$ cat src/rtl/mail_pkg.sv
// Shared mail-delivery definitions: mail codes, servo pulse constants, sequencer
// states and the code-to-servo selection helper.
package mail_pkg;

  localparam int POS_W   = 18;
  localparam int DWELL_W = 27;

  localparam logic [1:0] NONE  = 2'b00;
  localparam logic [1:0] HZ10  = 2'b01;
  localparam logic [1:0] HZ100 = 2'b10;
  localparam logic [1:0] HZ1K  = 2'b11;

  localparam logic [POS_W-1:0] STATIONARY = 18'd150000;
  localparam logic [POS_W-1:0] RIGHT_SIDE = 18'd205000;
  localparam logic [POS_W-1:0] LEFT_SIDE  = 18'd100000;

  typedef enum logic [2:0] {
    ST_IDLE,
    ST_DROP_L,
    ST_SETTLE_L,
    ST_DROP_R,
    ST_SETTLE_R,
    ST_DONE
  } seq_state_e;

  typedef struct packed {
    logic [POS_W-1:0] p10;
    logic [POS_W-1:0] p100;
    logic [POS_W-1:0] p1k;
  } servo_pos_t;

  // Only the servo named by the code leaves STATIONARY; NONE moves nothing.
  function automatic servo_pos_t select_servo(input logic [1:0]       code,
                                              input logic [POS_W-1:0] angle);
    servo_pos_t p;
    p.p10  = STATIONARY;
    p.p100 = STATIONARY;
    p.p1k  = STATIONARY;
    case (code)
      HZ10:    p.p10  = angle;
      HZ100:   p.p100 = angle;
      HZ1K:    p.p1k  = angle;
      default: ;
    endcase
    return p;
  endfunction

endpackage

$ cat src/rtl/dwell_timer.sv
// Loadable down-counter; expired is high while the count sits at zero.
module dwell_timer
  import mail_pkg::*;
(
  input  logic               clk,
  input  logic               reset,
  input  logic               load,
  input  logic [DWELL_W-1:0] value,
  output logic               expired
);

  logic [DWELL_W-1:0] count_q;
  logic [DWELL_W-1:0] count_d;

  // Counting stops at zero so the counter can never wrap.
  always_comb begin
    count_d = count_q;
    if (load) begin
      count_d = value;
    end else if (count_q != '0) begin
      count_d = count_q - 1'b1;
    end
  end

  always_ff @(posedge clk) begin
    if (reset) begin
      count_q <= '0;
    end else begin
      count_q <= count_d;
    end
  end

  assign expired = (count_q == '0);

endmodule

$ cat src/rtl/mail_drop_sequencer.sv
// Drop sequencer: at a delivery stop, swings the left-coded servo, settles,
// then swings the right-coded servo, settles, and releases the rover.
module mail_drop_sequencer
  import mail_pkg::*;
#(
  parameter int unsigned HOLD_CYCLES   = 100_000_000,
  parameter int unsigned SETTLE_CYCLES = 50_000_000
) (
  input  logic             clk,
  input  logic             reset,
  input  logic             start,
  input  logic [1:0]       req_left,
  input  logic [1:0]       req_right,
  output logic [POS_W-1:0] pos_10,
  output logic [POS_W-1:0] pos_100,
  output logic [POS_W-1:0] pos_1k,
  output logic             busy,
  output logic             done,
  output logic             go,
  output logic             conflict
);

  // Timer is loaded with N-1 so the state lasts exactly N cycles.
  localparam logic [DWELL_W-1:0] HOLD_LOAD   = DWELL_W'(HOLD_CYCLES - 1);
  localparam logic [DWELL_W-1:0] SETTLE_LOAD = DWELL_W'(SETTLE_CYCLES - 1);

  seq_state_e         state_q, state_d;
  logic [1:0]         code_l_q, code_l_d;
  logic [1:0]         code_r_q, code_r_d;
  logic               conflict_q, conflict_d;
  logic               busy_q, busy_d;
  logic               done_q, done_d;
  logic               go_q, go_d;
  servo_pos_t         pos_q, pos_d;
  logic               load;
  logic [DWELL_W-1:0] load_val;
  logic               expired;

  dwell_timer u_dwell_timer (
    .clk     (clk),
    .reset   (reset),
    .load    (load),
    .value   (load_val),
    .expired (expired)
  );

  always_comb begin
    state_d    = state_q;
    code_l_d   = code_l_q;
    code_r_d   = code_r_q;
    conflict_d = conflict_q;
    case (state_q)
      ST_IDLE: begin
        if (start) begin
          code_l_d = req_left;
          code_r_d = req_right;
          if (req_left != NONE && req_left == req_right) conflict_d = 1'b1;
          if (req_left != NONE)       state_d = ST_DROP_L;
          else if (req_right != NONE) state_d = ST_DROP_R;
          else                        state_d = ST_DONE;
        end
      end
      ST_DROP_L:   if (expired) state_d = ST_SETTLE_L;
      ST_SETTLE_L: begin
        if (expired) begin
          if (code_r_q != NONE && code_r_q != code_l_q) state_d = ST_DROP_R;
          else                                          state_d = ST_DONE;
        end
      end
      ST_DROP_R:   if (expired) state_d = ST_SETTLE_R;
      ST_SETTLE_R: if (expired) state_d = ST_DONE;
      ST_DONE:     state_d = ST_IDLE;
      default:     state_d = ST_IDLE;
    endcase

    load = (state_d != state_q);
    case (state_d)
      ST_DROP_L, ST_DROP_R:     load_val = HOLD_LOAD;
      ST_SETTLE_L, ST_SETTLE_R: load_val = SETTLE_LOAD;
      default:                  load_val = '0;
    endcase

    // Outputs follow the next state so they change on the state's first cycle.
    case (state_d)
      ST_DROP_L: pos_d = select_servo(code_l_d, LEFT_SIDE);
      ST_DROP_R: pos_d = select_servo(code_r_d, RIGHT_SIDE);
      default:   pos_d = select_servo(NONE, STATIONARY);
    endcase
    busy_d = (state_d != ST_IDLE);
    done_d = (state_d == ST_DONE);
    go_d   = (state_d == ST_IDLE) || (state_d == ST_DONE);
  end

  always_ff @(posedge clk) begin
    if (reset) begin
      state_q     <= ST_IDLE;
      code_l_q    <= NONE;
      code_r_q    <= NONE;
      conflict_q  <= 1'b0;
      busy_q      <= 1'b0;
      done_q      <= 1'b0;
      go_q        <= 1'b1;
      pos_q.p10   <= STATIONARY;
      pos_q.p100  <= STATIONARY;
      pos_q.p1k   <= STATIONARY;
    end else begin
      state_q     <= state_d;
      code_l_q    <= code_l_d;
      code_r_q    <= code_r_d;
      conflict_q  <= conflict_d;
      busy_q      <= busy_d;
      done_q      <= done_d;
      go_q        <= go_d;
      pos_q       <= pos_d;
    end
  end

  assign pos_10   = pos_q.p10;
  assign pos_100  = pos_q.p100;
  assign pos_1k   = pos_q.p1k;
  assign busy     = busy_q;
  assign done     = done_q;
  assign go       = go_q;
  assign conflict = conflict_q;

endmodule

$ cat config.mk
export PLATFORM = sky130hd
export DESIGN_NAME = mail_drop_sequencer
export DESIGN_NICKNAME = d
export VERILOG_FILES = /design/src/rtl/mail_pkg.sv /design/src/rtl/dwell_timer.sv /design/src/rtl/mail_drop_sequencer.sv
export SDC_FILE = /design/constraint.sdc
export NUM_CORES = 1
export LEC_CHECK = 0
export BUFFER_PORTS_ARGS = -buffer_cell sky130_fd_sc_hd__buf_2
export CAP_MARGIN = 15
export CELL_PAD_IN_SITES_DETAIL_PLACEMENT = 1
export CELL_PAD_IN_SITES_GLOBAL_PLACEMENT = 2
export CORE_MARGIN = 4
export CORE_UTILIZATION = 29
export CTS_BUF_LIST = sky130_fd_sc_hd__clkbuf_16
export DETAILED_ROUTE_END_ITERATION = 6
export MAX_ROUTING_LAYER = met4
export PLACE_DENSITY_LB_ADDON = 0.2
export SLEW_MARGIN = 20
export SYNTH_ARGS = -nofsm -noshare
export SYNTH_HDL_FRONTEND = slang
export SYNTH_HIERARCHICAL = 1
export SYNTH_SLANG_ARGS = --single-unit
$ cat constraint.sdc
create_clock -name clk -period 3.1 [get_ports clk]
set_input_delay 0.62 -clock clk [delete_from_list [all_inputs] [get_ports clk]]
set_output_delay 0.62 -clock clk [all_outputs]
set_load 0.02 [all_outputs]
# After elaboration in Yosys (flattened, before gate mapping)

Index checks and enable logic that the tools add are counted.

Register bits: 92
Bits of input ports: 7
Output and inout bits: 58
Word-level logic and storage cells: 68

Add/sub/neg operators: 1
Equal/unequal tests: 18
Muxes and demuxes: 23
Reduce and logical (&&, ||, !) cells: 15

Operators with widths:

| cell                                                | count |
|---|---|
| one-hot mux 54 bit (2 select lines)                 | 1 |
| 2-to-1 mux 18 bit                                   | 3 |
| 2-to-1 mux 27 bit                                   | 2 |
| one-hot mux 27 bit (2 select lines)                 | 1 |
| 2-to-1 mux 17 bit                                   | 3 |
| zero test 27 bit                                    | 1 |
| nonzero test 27 bit                                 | 1 |
| subtractor 27 x 1 -> 27 bit, second input constant  | 1 |
| 2-to-1 mux 3 bit                                    | 8 |
| one-hot mux 3 bit (5 select lines)                  | 1 |
| equality test 3 x 2 -> 1 bit, second input constant | 4 |
| equality test 3 bit, second input constant          | 3 |
| equality test 2 bit, second input constant          | 4 |
| 2-to-1 mux 2 bit                                    | 4 |
| nonzero test 2 bit                                  | 4 |
| equality test 3 x 1 -> 1 bit, second input constant | 2 |
| zero test 3 bit                                     | 2 |
| equality test 2 x 1 -> 1 bit, second input constant | 2 |
| OR reduction 2 bit                                  | 2 |
| != test 3 bit                                       | 1 |
| AND reduction 3 bit                                 | 1 |
| nonzero test 3 bit                                  | 1 |
| equality test 2 bit                                 | 1 |
| logical AND 1 bit                                   | 2 |
| 2 further kinds                                     | 2 |

# Longest topological paths before layout

Gate-level depths: netlist of run 1.

Depth in word-level cells: 9
Depth in mapped cells: 15
Gate-level depth less buffers: 13

# Cells and area by module

The synthesis of run 1 kept the hierarchy.

Modules (own cells, without submodules):

| module              | instances | cells an instance | area an instance (um^2) |
|---|---|---|---|
| mail_drop_sequencer | 1         | 168               | 1496.4 |
| dwell_timer         | 1         | 170               | 1420.1 |

# Worst setup path before layout of run 1

No wires, ideal clock.

Path type: reg-to-reg
Start: reg u_dwell_timer.count_q[0]
End: reg u_dwell_timer.count_q[0]
Data arrival time: 3233 ps
Required time: 3039 ps
Path slack: -195 ps
Stages on the path, launching flop included: 15
Cell sequence: dfxtp_1 > inv_1 > ha_1 > or3b_1 > clkbuf_1 > nor2_1 > nand4_1 > nor4_1 > clkbuf_1 > mux2i_1 > o21a_1 > o22ai_1 > nor2_2 > a21oi_1 > a22o_1

Word-level cells in the longest chain between the ends: 7
Elaborated cells on any way between the ends: 19
Those cells by class: 1 x add/sub; 5 x eq/ne; 8 x mux; 5 x reduce/logical

RTL lines:

| item                                                 | RTL line                  | text |
|---|---|---|
| start, declared                                      | dwell_timer.sv:12         | `logic [DWELL_W-1:0] count_q;` |
| start signal, assigned                               | dwell_timer.sv:29         | `count_q <= count_d;` |
| zero test 27 bit *                                   | dwell_timer.sv:33         | `assign expired = (count_q == '0);` |
| named net expired                                    | mail_drop_sequencer.sv:37 | `logic expired;` |
| 2-to-1 mux 3 bit (on tied branches)                  | n/a                       |  |
| one-hot mux 3 bit (5 select lines) *                 | mail_drop_sequencer.sv:52 | `case (state_q)` |
| equality test 3 x 2 -> 1 bit (tied with other cells) | mail_drop_sequencer.sv:77 | `case (state_d)` |
| OR reduction 2 bit                                   | mail_drop_sequencer.sv:77 |  |
| one-hot mux 27 bit (2 select lines) *                | mail_drop_sequencer.sv:77 |  |
| named net load_val[0]                                | mail_drop_sequencer.sv:36 | `logic [DWELL_W-1:0] load_val;` |
| 2-to-1 mux 27 bit *                                  | dwell_timer.sv:18         | `if (load) begin` |

Mark *: on every way through the listed nets, which the timed path passes. The rest lies on a longest branch. The select of a mux whose other input is x is not followed.
A chain may end at the register's enable or synchronous reset.

# Worst setup path after layout of run 1

Start: reg u_dwell_timer.count_q[0]
End: reg u_dwell_timer.count_q[3]

Word-level cells in the longest chain between the ends: 7
Elaborated cells on any way between the ends: 19
Those cells by class: 1 x add/sub; 5 x eq/ne; 8 x mux; 5 x reduce/logical

RTL lines:

| item                                                 | RTL line |
|---|---|
| zero test 27 bit *                                   | dwell_timer.sv:33 |
| named net expired                                    | mail_drop_sequencer.sv:37 |
| 2-to-1 mux 3 bit (on tied branches)                  | n/a |
| one-hot mux 3 bit (5 select lines) *                 | mail_drop_sequencer.sv:52 |
| equality test 3 x 2 -> 1 bit (tied with other cells) | mail_drop_sequencer.sv:77 |
| OR reduction 2 bit                                   | mail_drop_sequencer.sv:77 |
| one-hot mux 27 bit (2 select lines)                  | mail_drop_sequencer.sv:77 |
| 2-to-1 mux 27 bit                                    | dwell_timer.sv:18 |

Marks and branches as above.

==> results of run 1 <==
==> per-stage QoR <==
step / worst slack, ns / instance area (sq um) / TNS (ns) / util (%)
after floorplan: 0.0358 / 2990 / 0 / -
after global placement: 0.115 / 3190 / 0 / 32.7
after detailed placement: 0.101 / 3190 / 0 / 32.7
after CTS: 0.0829 / 3340 / 0 / 34.2
after global routing: -0.0284 / 3380 / -0.0394 / 34.5
final: 0.260 / 3380 / 0 / 34.5
==> placed cells by master (no fill, tap or decap), types with 3 or more instances in the layout <==
cell       Yosys  final
dfxtp_1       56     56
buf_2          2     49
nand2_1       39     39
nor2_1        24     23
o21ai_0       23     23
conb_1         2     19
buf_4         36     16
xor2_1        14     14
nor3_1        10     10
xnor2_1        9      9
inv_1          8      8
a21oi_1        8      7
or3_1          7      7
nor4_1         8      7
mux2i_1        6      6
nand3b_1       5      5
nor2b_1        5      5
clkbuf_16      0      5
nand2b_1       4      4
a31oi_1        4      4
nand3_1        4      4
o21a_1         3      3
and2_1         3      3
and3_1         3      3
o21ai_1        3      3
nand4_1        3      3
a22o_1         3      3
==> critical path: cells and delay by family, from the launching register on <==
kind / cells / cell delay (ns)
AOI/OAI and AO/OA: 4 / 0.57
adders and majority gates: 1 / 0.19
buffers and inverters: 4 / 0.60
DFF: 1 / 0.32
muxes: 1 / 0.08
and+or+nand+nor: 6 / 1.00
==> per-layer routing <==
layer | up-vias | wire length [um]
met5 | - | 0
met4 | 0 | 102
met3 | 9 | 231
met2 | 33 | 3470
li1 | 1197 | -
met1 | 1157 | 3330
==> state kept, by name, summed over array words and instances, names as in the netlist <==
| name | count |
|---|---|
| pos_100 | 6 |
| code_r_q | 2 |
| pos_10 | 6 |
| u_dwell_timer/count_q | 27 |
| conflict | 1 |
| done | 1 |
| state_q | 3 |
| busy | 1 |
| code_l_q | 2 |
| pos_1k | 6 |
| go | 1 |
==> area by class of cell <==
type,count,area share [%]
Clock buffer,5,3.71
Inverter,8,1.00
Multi-Input combinational cell,241,45.1
Sequential cell,56,33.2
Clock inverter,3,0.593
Timing Repair Buffer,67,11.5
Tap cell,133,4.93
==> how the worst max path moves through the flow <==
| stage | start | to | slack [ns] | depth (start not counted) |
|---|---|---|---|---|
| final | u_dwell_timer/count_q[0] | u_dwell_timer/count_q[3] | 0.26 | 16 |
| after global routing | u_dwell_timer/count_q[18] | u_dwell_timer/count_q[2] | -0.03 | 13 |
| after CTS | u_dwell_timer/count_q[0] | u_dwell_timer/count_q[3] | 0.08 | 16 |
| after detailed placement | u_dwell_timer/count_q[0] | u_dwell_timer/count_q[3] | 0.10 | 16 |
| after global placement | u_dwell_timer/count_q[0] | u_dwell_timer/count_q[2] | 0.12 | 16 |
| after floorplan | u_dwell_timer/count_q[0] | pos_1k[14] | 0.04 | 15 |
==> where the power goes <==
part	switching, mW	internal, mW	total, mW	leakage [nW]
logic	0.527	0.382	0.908	0.815
clock network	0.265	0.299	0.564	0.0712
registers	0.123	0.833	0.956	0.459
==> kinds of logic after synthesis <==
family	Yosys count	synth area share (%)
AOI/OAI and AO/OA	60	13.7
xor gates and xnor gates	23	6.91
adders and majority gates	1	0.429
buffers and inverters	58	12.6
DFF	56	38.4
muxes	8	2.83
other	2	0.257
and+or+nand+nor	130	24.8
==> repair_timing <==
item	CTS	global route
buffers inserted	0	1
endpoints found under the setup margin	0	39
resized for setup	0	7
==> reports/results.ini, run 1 <==
[outcome]
status = completed

[timing]
fmax_ghz = 0.352
fin_crit_sh_pct = 91.6
period_needed_ns = 2.84
fin_skew_ns = 0.00517
hold_viol_final = 0
finalMaxSlewViolations = 0
relSlewSlack_pct = 52.1
finalSetupViolations = 0
tightest_slew_ns = 0.712
rsz0062_at_grt = yes
hold_slack_ns = 0.477

[clock_tree]
clkLatencyLatePin_ns = 0.29
numCtsBuffers = 5
clk_pin_slew_ns = 0.07
cts_buffer_depth = 2
clock_sinks = 56
cts_tree = yes
htreeDepth = 2
cts_hold_buf = 0
clock-root-buffer = clkbuf_16

[worst_setup_path]
reg2reg_to = u_dwell_timer/count_q[3]
rr_worst_depth = 16
reg2reg_slack_ns = 0.26
arrival_ns = 3.06
cp_slowest_cell = or3b_1
cp.required_ns = 3.32
end_kind = register
worstPathMaxFanout = 14
path_class = reg -> reg
reg2reg_from = u_dwell_timer/count_q[0]
setup.worst_path.start_class = register
crit_chain = inv_1 > ha_1 > or3b_1 > nor2_2 > nand4_1 > nor4_2 > buf_4 > mux2i_1 > o21a_1 > o22ai_2 > buf_6 > nor2_2 > a21oi_2 > buf_6 > nand2_1 > a21oi_1
slowest_delay_ns = 0.42

[drt]
ant_nets = 0
wl_mm = 7.13
initialDrtViolationCount = 50
dr.pass1.iters = 4
viasPerCell = 4.67
wl_per_cell_um = 13.9
vias = 2396
drc = 0

[global_routing]
grt_use_total_pct = 12.9
use_met2_pct = 21.1
use_met1_pct = 16.2
grt_use_met3_pct = 2.21
grt_pass1_vias = 2405
antenna_found_initial = 0
grt_overflow = 0
grt_pass1_wl_mm = 11.8
grt_busiest_layer = met2
grt_max_degree = 23

[layout]
n_fill_cell = 1169
nets = 387
synthToLayoutAreaGrowth_pct = 15.7
regArea_sq_um = 1120
diodes = 0
final_cells = 513
drive_above_1_share_pct = 24.5
multi_input_area_sq_um = 1520

[die]
die_area_sq_um = 11700
initial_core_util_pct = 29.8
rows = 36
pin_count = 65
fp.dieH_um = 108
dieWidth_um = 108
core_sq_um = 9770

[power]
ir_drop_v = 0.000249
power_density_nw_per_um2 = 719
leakagePower_nw = 1.35
p_total_mw = 2.43

[yosys]
synth_commonest_cells = dfxtp_1, nand2_1, buf_4
netlist_top_cells_area = dfxtp_1, buf_4, nand2_1, xor2_1, o21ai_0
synth-edff-count = 0
syn-cell-area_sq_um = 2920
yosys_most_used_dff = dfxtp_1
yosysMostFrequentCell = dfxtp_1
synth.avg_cell_area_sq_um = 8.63
synth_top_area_cell = dfxtp_1
synth-seq-area-share_pct = 38.4
synth_top_area_share_pct = 38.4
yosys_warnings = 6
async_flop_share_pct = 0
yosysUniqueCellTypes = 57
synth_seq_cells = 56
syn_inst = 338

[worst_hold_path]
min_to = conflict
hp-start = conflict
hp-class = reg -> reg
hold_depth = 2

[place]
place.gp.congestion = 0.777
io_buffers = 49
dpl.hpwl_mm = 5.45
dp_cells = 504

[flow_run]
cap_violations = 0

Power figures use the tool's default switching activity.
==> run 2, diff against run 1 <==
SYNTH_HIERARCHICAL = default   (was 1)
==> run 2 against run 1 <==
Compared with the run above:
- non-clock buffer count decreased by 3
- sequential power decreased by 9.6%
- synthesized area rose by 1.8%
- clock skew rose by 0.0033 ns
- largest power group unchanged
- highest routed layer unchanged
==> reports/results.ini, run 2 <==
[power]
ir_drop_v = 0.000223
leakagePower_nw = 1.37
p_clk_share_pct = 27.2
intPower_mw = 1.34
p_seq_share_pct = 42.1
combPwrFrac_pct = 30.7
netSwitchingPower_uw = 713
power_density_nw_per_um2 = 610
swShare_pct = 34.7

[drt]
viasPerCell = 4.76
wl_mm = 7.93
dr.pass1.iters = 4
vias = 2440
ant_nets = 0
wl_per_cell_um = 15.5
initialDrtViolationCount = 100
drc = 0

[yosys]
synth-edff-count = 0
synth-seq-area-share_pct = 37.7
syn-cell-area_sq_um = 2970
synth_top_area_cell = dfxtp_1
synth_commonest_cells = dfxtp_1, nand2_1, buf_4
synth.avg_cell_area_sq_um = 8.66
yosys_warnings = 0
syn_inst = 343
synth_top_area_share_pct = 37.7
netlist_top_cells_area = dfxtp_1, buf_4, a21oi_1, nand2_1, xnor2_1
async_flop_share_pct = 0
yosys_most_used_dff = dfxtp_1
synth_seq_cells = 56
yosysUniqueCellTypes = 60
yosysMostFrequentCell = dfxtp_1

[worst_hold_path]
hp-start = conflict
hp-class = reg -> reg

[worst_setup_path]
cp_top_family = simple AND/OR/NAND/NOR gates
reg2reg_from = u_dwell_timer.count_q[0]
path_class = reg -> reg
end_kind = register
worstPathMaxFanout = 7
arrival_ns = 3.02
cp-startpoint = u_dwell_timer.count_q[0]
cp.required_ns = 3.25
crit_chain = inv_1 > ha_1 > or4b_4 > or3_1 > buf_4 > or3_1 > o311ai_0 > a21oi_1
slowest_delay_ns = 0.52
cp_common_cell = or3_1
setup.worst_path.start_class = register
reg2reg_slack_ns = 0.23
crit_buf_inv = 2
cp_slowest_cell = or4b_4

[die]
pin_count = 65
core_sq_um = 9860
fp.dieH_um = 109
initial_core_util_pct = 30.1
dieWidth_um = 109
rows = 36
die_area_sq_um = 11900

[clock_tree]
cts_tree = yes
numCtsBuffers = 5
post_cts_buffers = 0
cts_buffer_depth = 2
htreeDepth = 2
clkLatencyLatePin_ns = 0.29
cts_hold_buf = 0
cts_resized = 0
clock_sinks = 56
clk_pin_slew_ns = 0.07
clock-root-buffer = clkbuf_16

[flow_run]
cap_violations = 0

[place]
io_buffers = 49
place_area_sq_um = 3220
post-place-ws_ns = 0.231
place.gp.congestion = 0.837
dpl.hpwl_mm = 6.04

[layout]
nets = 387
final_cell_mix = dfxtp_1, buf_2, nand2_1
n_fill_cell = 1196
diodes = 0
synthToLayoutAreaGrowth_pct = 13.4
layout_commonest_cell = dfxtp_1
drive_above_1_share_pct = 23.7
postLayoutCellArea_sq_um = 3370
largest_reg_flops = 27
top_register = u_dwell_timer.count_q

[timing]
tightest_slew_ns = 0.667
fin_crit_sh_pct = 92.5
fmax_ghz = 0.349
layout_setup_ws_ns = 0.232
hold_viol_final = 0
setup_tns_ns = 0
finalMaxSlewViolations = 0
period_needed_ns = 2.87
relSlewSlack_pct = 55.5
finalSetupViolations = 0
fin_skew_ns = 0.00844
rsz0062_at_grt = no

[global_routing]
grt_pass1_wl_mm = 12.7
grt_overflow = 0
grt_max_degree = 31
antenna_found_initial = 0
grt_use_total_pct = 14.0
grt_pass1_vias = 2346

[outcome]
status = completed

-- run 2: changes by cell type in the layout (fill, tap and decap cells not counted), moves of 5 or more --
cell	previous run	this run
a21o_1	1	6
a21oi_1	7	34
mux2i_1	6	0
nand3_1	4	9
o21ai_0	23	10
xnor2_1	9	15
xor2_1	14	5
-- run 2: power groups by stage --
stage	clock [mW]	sequential (mW)	combinational (mW)
after global placement	0	0.879	0.635
final	0.559	0.864	0.630
after floorplan	0	0.873	0.471
after global routing	0.618	0.877	0.704
after CTS	0.585	0.864	0.640
after detailed placement	0	0.880	0.637
-- run 2: kinds of logic after synthesis --
logic type	after synthesis	share of synthesized area (%)
DFF	56	37.7
adders and majority gates	1	0.421
other	2	0.253
and+or+nand+nor	127	24.8
xor gates and xnor gates	21	6.82
buffers and inverters	57	12.1
AOI/OAI and AO/OA	79	17.9
-- run 2: area by class of cell --
| class | count | area [sq um] | area share (%) |
|---|---|---|---|
| tap | 133 | 166 | 4.94 |
| timing repair buffer | 64 | 358 | 10.6 |
| multi-input combinational | 243 | 1550 | 45.9 |
| clock inverter | 3 | 17.5 | 0.520 |
| inverter | 9 | 33.8 | 1.00 |
| sequential | 56 | 1120 | 33.3 |
| clock buffer | 5 | 125 | 3.72 |
-- run 2: per-layer routing --
metal	track usage (%)	routed length, um	up-vias	share of wire [%]
li1	-	-	1227	-
met1	18.3	3810	1166	48
met2	22.7	3770	43	48
met3	2.37	300	4	3.8
met4	3.21	58	0	0.73
met5	-	0	-	0
-- run 2: path summary, 6_finish.rpt --
check,end,cells after the start
hold reg to reg,conflict,2
setup / recovery,u_dwell_timer.count_q[26],8
setup reg to reg,u_dwell_timer.count_q[26],8
hold / removal,conflict,2
-- run 2: per-stage QoR --
stage                     cells  utilization [%]  power (mW)  hold WS (ns)
after floorplan             356                -        1.34         0.471
after global placement      505             32.7        1.51         0.450
after detailed placement    505             32.7        1.52         0.461
after CTS                   513             34.1        2.09         0.477
after global routing        513             34.1        2.20         0.520
final                       513             34.1        2.05         0.467
-- run 2: worst min-delay path: stages (launching register included) --
cell     delay [ns]
dfxtp_1        0.32
a21oi_1        0.04
nor2_1         0.07
==> run 3, diff against run 2 <==
RECOVER_POWER = 100   (was default)
==> run 3 against run 2 <==
Compared with the run above:
- routed wire length is 0.57% higher
- critical path type unchanged
- critical path depth is the same
- register-to-register slack got worse by 0.03 ns
- design area down 2.6%
- largest power group unchanged
- die area stayed put
==> reports/results.ini, run 3 (synthesis results as in run 2) <==
[worst_setup_path]
path_class = reg -> reg
cp_common_cell = or3_1
crit_chain = inv_1 > ha_1 > or4b_4 > or3_1 > clkbuf_2 > or3_1 > o311ai_0 > a21oi_1
setup.worst_path.start_class = register
worstPathMaxFanout = 7
crit_buf_inv = 2
arrival_ns = 3.06
slowest_delay_ns = 0.52
cp_top_family = simple AND/OR/NAND/NOR gates
cp.required_ns = 3.25
end_kind = register
cp_slowest_cell = or4b_4

[layout]
synthToLayoutAreaGrowth_pct = 10.4
top_register = u_dwell_timer.count_q
final_cells = 513
largest_reg_flops = 27
fin_util_pct = 33.3
final_cell_mix = dfxtp_1, clkbuf_1, nand2_1
diodes = 0
layout_commonest_cell = dfxtp_1
nets = 387
drive_above_1_share_pct = 11.1

[timing]
fmax_ghz = 0.345
layout_setup_ws_ns = 0.198
finalSetupViolations = 0
fin_crit_sh_pct = 93.6
relSlewSlack_pct = 57.1
tightest_slew_ns = 0.643
fin_skew_ns = 0.00805
hold_viol_final = 0
period_needed_ns = 2.90
setup_tns_ns = 0
finalMaxSlewViolations = 0
hold_slack_ns = 0.472
rsz0062_at_grt = no

[global_routing]
grt_use_total_pct = 14.0
antenna_found_initial = 0
grt_pass1_wl_mm = 12.7
grt_pass1_vias = 2346
grt_overflow = 0
grt_max_degree = 31

[clock_tree]
cts_buffer_depth = 2
htreeDepth = 2
clock-root-buffer = clkbuf_16
cts_hold_buf = 0
clkLatencyLatePin_ns = 0.29
numCtsBuffers = 5
clock_sinks = 56
post_cts_buffers = 0
clk_pin_slew_ns = 0.07
cts_tree = yes
cts_resized = 0

[die]
pin_count = 65
dieWidth_um = 109
initial_core_util_pct = 30.1
fp.dieH_um = 109
die_area_sq_um = 11900
rows = 36
core_sq_um = 9860

[drt]
ant_nets = 0
wl_mm = 7.98
dr.pass1.iters = 4
vias = 2458
wl_per_cell_um = 15.6
drc = 0
initialDrtViolationCount = 146
viasPerCell = 4.79

[place]
io_buffers = 49
dpl.hpwl_mm = 6.04
place.gp.congestion = 0.837
dp_cells = 505
post-place-ws_ns = 0.231

[worst_hold_path]
hp-class = reg -> reg

[outcome]
status = completed

[power]
power_density_nw_per_um2 = 622
leakagePower_nw = 1.23
ir_drop_v = 0.000222

[flow_run]
cap_violations = 0

[run 3: cell count changes in the layout (fill, tap and decap cells not counted), sizes merged]
cell and change:
clkbuf +47, buf -47
[run 3: path summary, 6_finish.rpt]
check	start	end	slack (ns)	depth (start not counted)
setup / recovery	u_dwell_timer.count_q[0]	u_dwell_timer.count_q[26]	0.20	8
hold / removal	conflict	conflict	0.47	2
setup reg to reg	u_dwell_timer.count_q[0]	u_dwell_timer.count_q[26]	0.20	8
hold reg to reg	conflict	conflict	0.47	2
[run 3: final cells by class]
| type | count | area [sq um] |
|---|---|---|
| inverters | 9 | 33.8 |
| fillers | 1208 | 6580 |
| repair buffers | 64 | 290 |
| multi-input cells | 243 | 1530 |
| clock inverters | 3 | 17.5 |
| well taps | 133 | 166 |
| clock buffers | 5 | 125 |
| flip-flops and latches | 56 | 1120 |
[run 3: power by group]
part / total, mW / leakage (nW) / switching [mW] / internal, mW
combinational: 0.614 / 0.705 / 0.378 / 0.236
sequential: 0.865 / 0.459 / 0.0732 / 0.791
clock: 0.561 / 0.0716 / 0.262 / 0.299
[run 3: per-layer routing]
metal,share of wire (%),vias to the layer above,global-route usage (%)
met2,47,48,22.7
met3,4.5,6,2.37
met4,0.79,0,3.21
met1,48,1180,18.3
met5,0,-,-
li1,-,1224,-
[run 3: worst register-to-register path: cells and delay by family (launching register included)]
kind	cells	cell delay (ns)
AO/OA/AOI/OAI	2	0.47
adder cells (fa/ha/maj)	1	0.19
buffers and inverters	2	0.32
flip-flops	1	0.35
AND/OR/NAND/NOR	3	1.44
[run 3: metrics by stage]
stage               cell area (sq um)  power [mW]
finish                           3280        2.04
global route                     3280        2.18
CTS                              3370        2.09
detailed placement               3220        1.52
global placement                 3220        1.51
floorplan                        3020        1.34
